## src/rtl/count_sampler_if.sv

```systemverilog
// Sample-capture and FIFO-output stream shared by count_sampler and its user.
// The master side supplies counts and the consumer ready. The slave side returns the FIFO head.
interface count_sampler_if;
  logic [3:0] cnt_in;
  logic       sample_en;
  logic [3:0] out_data;
  logic       out_valid;
  logic       out_ready;

  modport master (
    output cnt_in,
    output sample_en,
    output out_ready,
    input  out_data,
    input  out_valid
  );

  modport slave (
    input  cnt_in,
    input  sample_en,
    input  out_ready,
    output out_data,
    output out_valid
  );
endinterface

```

## src/rtl/count_sampler.sv

```systemverilog
// Samples an upstream 4-bit counter into a first-word-fall-through FIFO and flags counter wraps.
// Optional feature: define COUNT_SAMPLER_WRAP_CNT_EN to add the 8-bit wrap_count port and its counter.
module count_sampler #(
  parameter int DEPTH = 4
) (
  input  logic                     clk,
  input  logic                     rst,
  count_sampler_if.slave           bus,
  output logic [$clog2(DEPTH):0]   fill_level,
  output logic                     full,
  output logic                     overflow,
  output logic                     wrap_pulse
`ifdef COUNT_SAMPLER_WRAP_CNT_EN
  ,
  output logic [7:0]               wrap_count
`endif
);

  localparam int              AW      = $clog2(DEPTH);
  localparam logic [AW:0]     DEPTH_C = DEPTH[AW:0];

  if (DEPTH < 2 || DEPTH > 16 || (DEPTH & (DEPTH - 1)) != 0) begin : g_bad_depth
    $error("count_sampler: DEPTH must be a power of two in 2..16");
  end

  logic [3:0]    mem [DEPTH];
  logic [AW-1:0] wr_ptr_q;
  logic [AW-1:0] rd_ptr_q;
  logic [AW:0]   count_q;
  logic          overflow_q;
  logic [3:0]    prev_cnt_q;
  logic          prev_ok_q;
  logic          wrap_pulse_q;

  logic          empty;
  logic          pop;
  logic          push;
  logic          drop;
  logic          wrap_seen;

  assign empty = (count_q == '0);
  assign full  = (count_q == DEPTH_C);

  assign pop   = !empty && bus.out_ready;
  // A full FIFO still accepts a sample when the head leaves on the same edge.
  assign push  = bus.sample_en && (!full || pop);
  assign drop  = bus.sample_en && full && !pop;

  assign bus.out_valid = !empty;
  assign bus.out_data  = empty ? 4'h0 : mem[rd_ptr_q];
  assign fill_level    = count_q;
  assign overflow      = overflow_q;
  assign wrap_pulse    = wrap_pulse_q;

  // NOTE: the storage array has no reset. out_data is masked while empty, so stale entries are never visible.
  always_ff @(posedge clk) begin
    if (push) begin
      mem[wr_ptr_q] <= bus.cnt_in;
    end
  end

  // NOTE: sequential state uses non-blocking assignments, so every register samples pre-edge values.
  always_ff @(posedge clk or negedge rst) begin
    if (!rst) begin
      wr_ptr_q   <= '0;
      rd_ptr_q   <= '0;
      count_q    <= '0;
      overflow_q <= 1'b0;
    end else begin
      if (push) begin
        wr_ptr_q <= wr_ptr_q + AW'(1);
      end
      if (pop) begin
        rd_ptr_q <= rd_ptr_q + AW'(1);
      end
      unique case ({push, pop})
        2'b10:   count_q <= count_q + (AW+1)'(1);
        2'b01:   count_q <= count_q - (AW+1)'(1);
        default: count_q <= count_q;
      endcase
      if (drop) begin
        overflow_q <= 1'b1;
      end
    end
  end

  // prev_ok blocks a false wrap on the first edge, when prev_cnt is only the reset value.
  assign wrap_seen = prev_ok_q && (prev_cnt_q == 4'hF) && (bus.cnt_in == 4'h0);

  always_ff @(posedge clk or negedge rst) begin
    if (!rst) begin
      prev_cnt_q   <= 4'h0;
      prev_ok_q    <= 1'b0;
      wrap_pulse_q <= 1'b0;
    end else begin
      prev_cnt_q   <= bus.cnt_in;
      prev_ok_q    <= 1'b1;
      wrap_pulse_q <= wrap_seen;
    end
  end

`ifdef COUNT_SAMPLER_WRAP_CNT_EN
  logic [7:0] wrap_count_q;

  always_ff @(posedge clk or negedge rst) begin
    if (!rst) begin
      wrap_count_q <= 8'h00;
    end else if (wrap_pulse_q) begin
      wrap_count_q <= wrap_count_q + 8'h01;
    end
  end

  assign wrap_count = wrap_count_q;
`endif

endmodule

```

## src/flat_wrapper.sv

```systemverilog
// flat-port wrapper written by rule: the top's interface ports become plain ports
module count_sampler_flat 
#(
  parameter int DEPTH = 4
)
  (clk, rst, fill_level, full, overflow, wrap_pulse, bus_cnt_in, bus_sample_en, bus_out_ready, bus_out_data, bus_out_valid);
  count_sampler_if bus_i ();
  input  logic clk;
  input  logic rst;
  output logic [$clog2(DEPTH):0] fill_level;
  output logic full;
  output logic overflow;
  output logic wrap_pulse;
  input wire logic [$bits(bus_i.cnt_in)-1:0] bus_cnt_in;
  input wire logic [$bits(bus_i.sample_en)-1:0] bus_sample_en;
  input wire logic [$bits(bus_i.out_ready)-1:0] bus_out_ready;
  output wire logic [$bits(bus_i.out_data)-1:0] bus_out_data;
  output wire logic [$bits(bus_i.out_valid)-1:0] bus_out_valid;
  assign bus_i.cnt_in = bus_cnt_in;
  assign bus_i.sample_en = bus_sample_en;
  assign bus_i.out_ready = bus_out_ready;
  assign bus_out_data = bus_i.out_data;
  assign bus_out_valid = bus_i.out_valid;
  count_sampler #(.DEPTH(DEPTH)) u_core (.clk(clk), .rst(rst), .bus(bus_i), .fill_level(fill_level), .full(full), .overflow(overflow), .wrap_pulse(wrap_pulse));
endmodule
```

## config.mk

```make
export PLATFORM = sky130hd
export DESIGN_NAME = count_sampler_flat
export DESIGN_NICKNAME = d
export VERILOG_FILES = /design/src/rtl/count_sampler_if.sv /design/src/rtl/count_sampler.sv /design/src/flat_wrapper.sv
export SDC_FILE = /design/constraint.sdc
export NUM_CORES = 1
export LEC_CHECK = 0
export CAP_MARGIN = 0
export CELL_PAD_IN_SITES_DETAIL_PLACEMENT = 0
export CELL_PAD_IN_SITES_GLOBAL_PLACEMENT = 2
export CORE_UTILIZATION = 30
export CTS_BUF_LIST = sky130_fd_sc_hd__clkbuf_8 sky130_fd_sc_hd__clkbuf_16
export DETAILED_ROUTE_END_ITERATION = 8
export GPL_TIMING_DRIVEN = 0
export HOLD_SLACK_MARGIN = 0.1
export PLACE_DENSITY = 0.68
export SYNTH_ARGS = -nofsm -noshare
export SYNTH_HDL_FRONTEND = slang
export SYNTH_SLANG_ARGS = --single-unit
```

## constraint.sdc

```tcl
create_clock -name clk -period 2.7 [get_ports clk]
set_clock_uncertainty 0.1 [all_clocks]
set_input_delay 0.54 -clock clk [delete_from_list [all_inputs] [get_ports clk]]
set_output_delay 0.54 -clock clk [all_outputs]
set_load 0.02 [all_outputs]
```

==> flow_summary.ini <==
[clock_network]
clockBufferDepth = 2
cts_tree = yes
htreeDepth = 2
clk_pin_slew_ns = 0.06
cts.sinks = 30
numCtsBuffers = 5
cts_root_buf = clkbuf_8
cts_setup_buffers = 0
worstSkewPairLatency_ns = 0.28
cts_hold_buffers = 0

[synth]
synth_top_area_share_pct = 36.02
yosys_warnings = 0
syn_nets = 103
netlist_area_um2 = 1334
synthArstFlopShare_pct = 46.67
syn_area_per_cell_um2 = 14.82
ys_seq_area_share_pct = 62.29
ys_ff_latch = 30
ys.flop_type = edfxtp_1
synth_edf_count = 16
synth.distinct_cells = 34
yosysMostFrequentCell = edfxtp_1
syn_inst = 90
synth.top_cells.by_area = edfxtp_1, dfrtp_1, mux4_2, ha_1, xnor2_1
yosysTopAreaCell = edfxtp_1
synth_common_cells = edfxtp_1, dfrtp_1, inv_1

[placed_design]
placed_area_um2 = 1567
dp_cells = 157
dp_slack_ns = 0.08943
place.gp.congestion = 0.7205
io_buffers = 17
dp.final_hpwl_mm = 1.646

[floorplan]
io_pins = 19
core_area_um2 = 4144
die_height_um = 68.68
dieArea_um2 = 4716
fp.dieW_um = 68.68
core.rowCount = 23
start_util_pct = 32.19

[global_routing]
grt_pass1_vias = 775
grtUsageTotal_pct = 12.44
grt_pass1_wl_mm = 3.815
overflow = 0
grt_max_degree = 15
antenna_found_initial = 0

[final_layout]
postLayoutCoreUtil_pct = 40.13
syn_to_final_growth_pct = 24.67
nets = 126
stdcell_count = 164
fillCellCount = 389
drive_gt1_share_pct = 20.18
diodes = 0
stdcell_area_um2 = 1663

[run_status]
status = completed

[setup_path]
cpMaxStageDelayCell = clkdlybuf4s50_1
worstReg2RegEnd = u_core.fill_level[1]
crit_chain = or3b_1, inv_1, clkdlybuf4s50_1
crit_buf_inv = 2
max_stage_delay_ns = 0.59
worstSetupEndpointType = output pin
critPathArrivalTime_ns = 1.89
critPathRequiredTime_ns = 2.06
cp_num_cells = 3
crit_fanout = 8
ff2ff_path_depth = 7
r2r_start = u_core.fill_level[2]
critical_path_class = flop to output pin
critPathTopFamily = buffers and inverters
cp-start-kind = flop
rrSetupSlack_ns = 0.51

[detailed_routing]
wl_per_cell_um = 14.51
antenna_left = 0
drc = 0
vias = 787
drt_iter0_markers = 22
first_pass_iters = 6
vias_per_cell = 4.799
drt_wl_total_mm = 2.380

[power_and_ir_drop]
peakVddDrop_mv = 0.3111
p_total_mw = 1.807
power.density_nw_per_um2 = 1087
cellLeakagePower_nw = 0.6521

[timing]
fin_crit_sh_pct = 93.67
setup_ws_ns = 0.1708
worstMarginPinSlew_ns = 0.6525
setup_viol = 0
worst_slew_margin_rel_pct = 56.36
rsz0062_at_grt = no
drv_slew = 0
setup_tns_ns = 0
finalCriticalPeriod_ns = 2.529
hold_viol_final = 0
hold_slack_ns = 0.3722
fmax_mhz = 395.4

[job]
maxCapViolCount = 0

[min_path]
min_from = u_core.overflow
holdPathStages = 1
hold-path-endpoint = u_core.overflow
hp-class = flop to flop
-- logic make-up (layout without fill, tap and decap cells) --
family / count (synthesis) / count (layout) / share of synthesized area (%)
fa+ha+maj: 5 / 5 / 5.253
mux: 6 / 6 / 8.630
simple gates: 23 / 23 / 10.23
xor+xnor: 5 / 5 / 3.283
flops: 30 / 30 / 62.29
other cells: 1 / 1 / 0.2812
compound gates: 10 / 10 / 6.473
buf+inv: 10 / 34 / 3.564
-- cell usage in the layout, fill, tap and decap left out, types with 2 or more instances in the layout --
cell type,count
nor2_1,2
nand3_1,4
dfrtp_1,14
edfxtp_1,16
mux4_2,4
inv_1,6
ha_1,4
nand2_1,3
dlygate4sd2_1,3
xnor2_1,4
and2_1,4
o211ai_1,2
clkdlybuf4s50_1,13
and2_2,4
clkbuf_8,6
-- layer usage --
| layer | track usage (%) | up-vias | routed length [um] |
|---|---|---|---|
| met5 | 0 | - | 0 |
| met4 | 5.469 | 0 | 39 |
| met3 | 5.428 | 6 | 104 |
| met2 | 18.26 | 16 | 1102 |
| met1 | 15.81 | 397 | 1133 |
| li1 | - | 368 | - |
-- how the worst max path moves through the flow --
stage | startpoint | endpoint | slack, ns
after floorplan | u_core.fill_level[2] | u_core.fill_level[1] | 0.32
after global placement | bus_sample_en | u_core.fill_level[1] | 0.16
after detailed placement | bus_sample_en | u_core.fill_level[1] | 0.09
after CTS | u_core.fill_level[2] | bus_out_data[0] | 0.01
after global routing | u_core.fill_level[2] | full | 0.1
final | u_core.fill_level[2] | full | 0.17
-- cell type report --
type	count	area [um2]	share of cell area [%]
timing repair buffer	17	168.9	10.16
clock buffer	6	82.58	4.966
inverter	6	22.52	1.354
sequential	30	830.8	49.96
buffer	3	23.77	1.430
clock inverter	2	12.51	0.7524
tap	50	62.56	3.762
multi-input combinational	50	459.2	27.61
-- power breakdown --
part           total [mW]  internal (mW)  switching, mW  leakage, nW
registers           0.691          0.601         0.0904        0.311
logic               0.745          0.378          0.366        0.294
clock network       0.371          0.204          0.167       0.0472
-- registers in the layout, indices dropped and copies added, names as in the netlist --
name and flops:
u_core.mem 16, u_core.prev_cnt_q 4, u_core.fill_level 3, u_core.rd_ptr_q 2, u_core.wr_ptr_q 2, u_core.overflow 1
u_core.prev_ok_q 1, u_core.wrap_pulse 1
-- repair_timing --
action,in CTS,in global routing
pin swaps,0,0
setup endpoints to repair,4,1
endpoints found under the hold margin,0,0
resized for setup,3,3
Power figures use the tool's default switching activity.
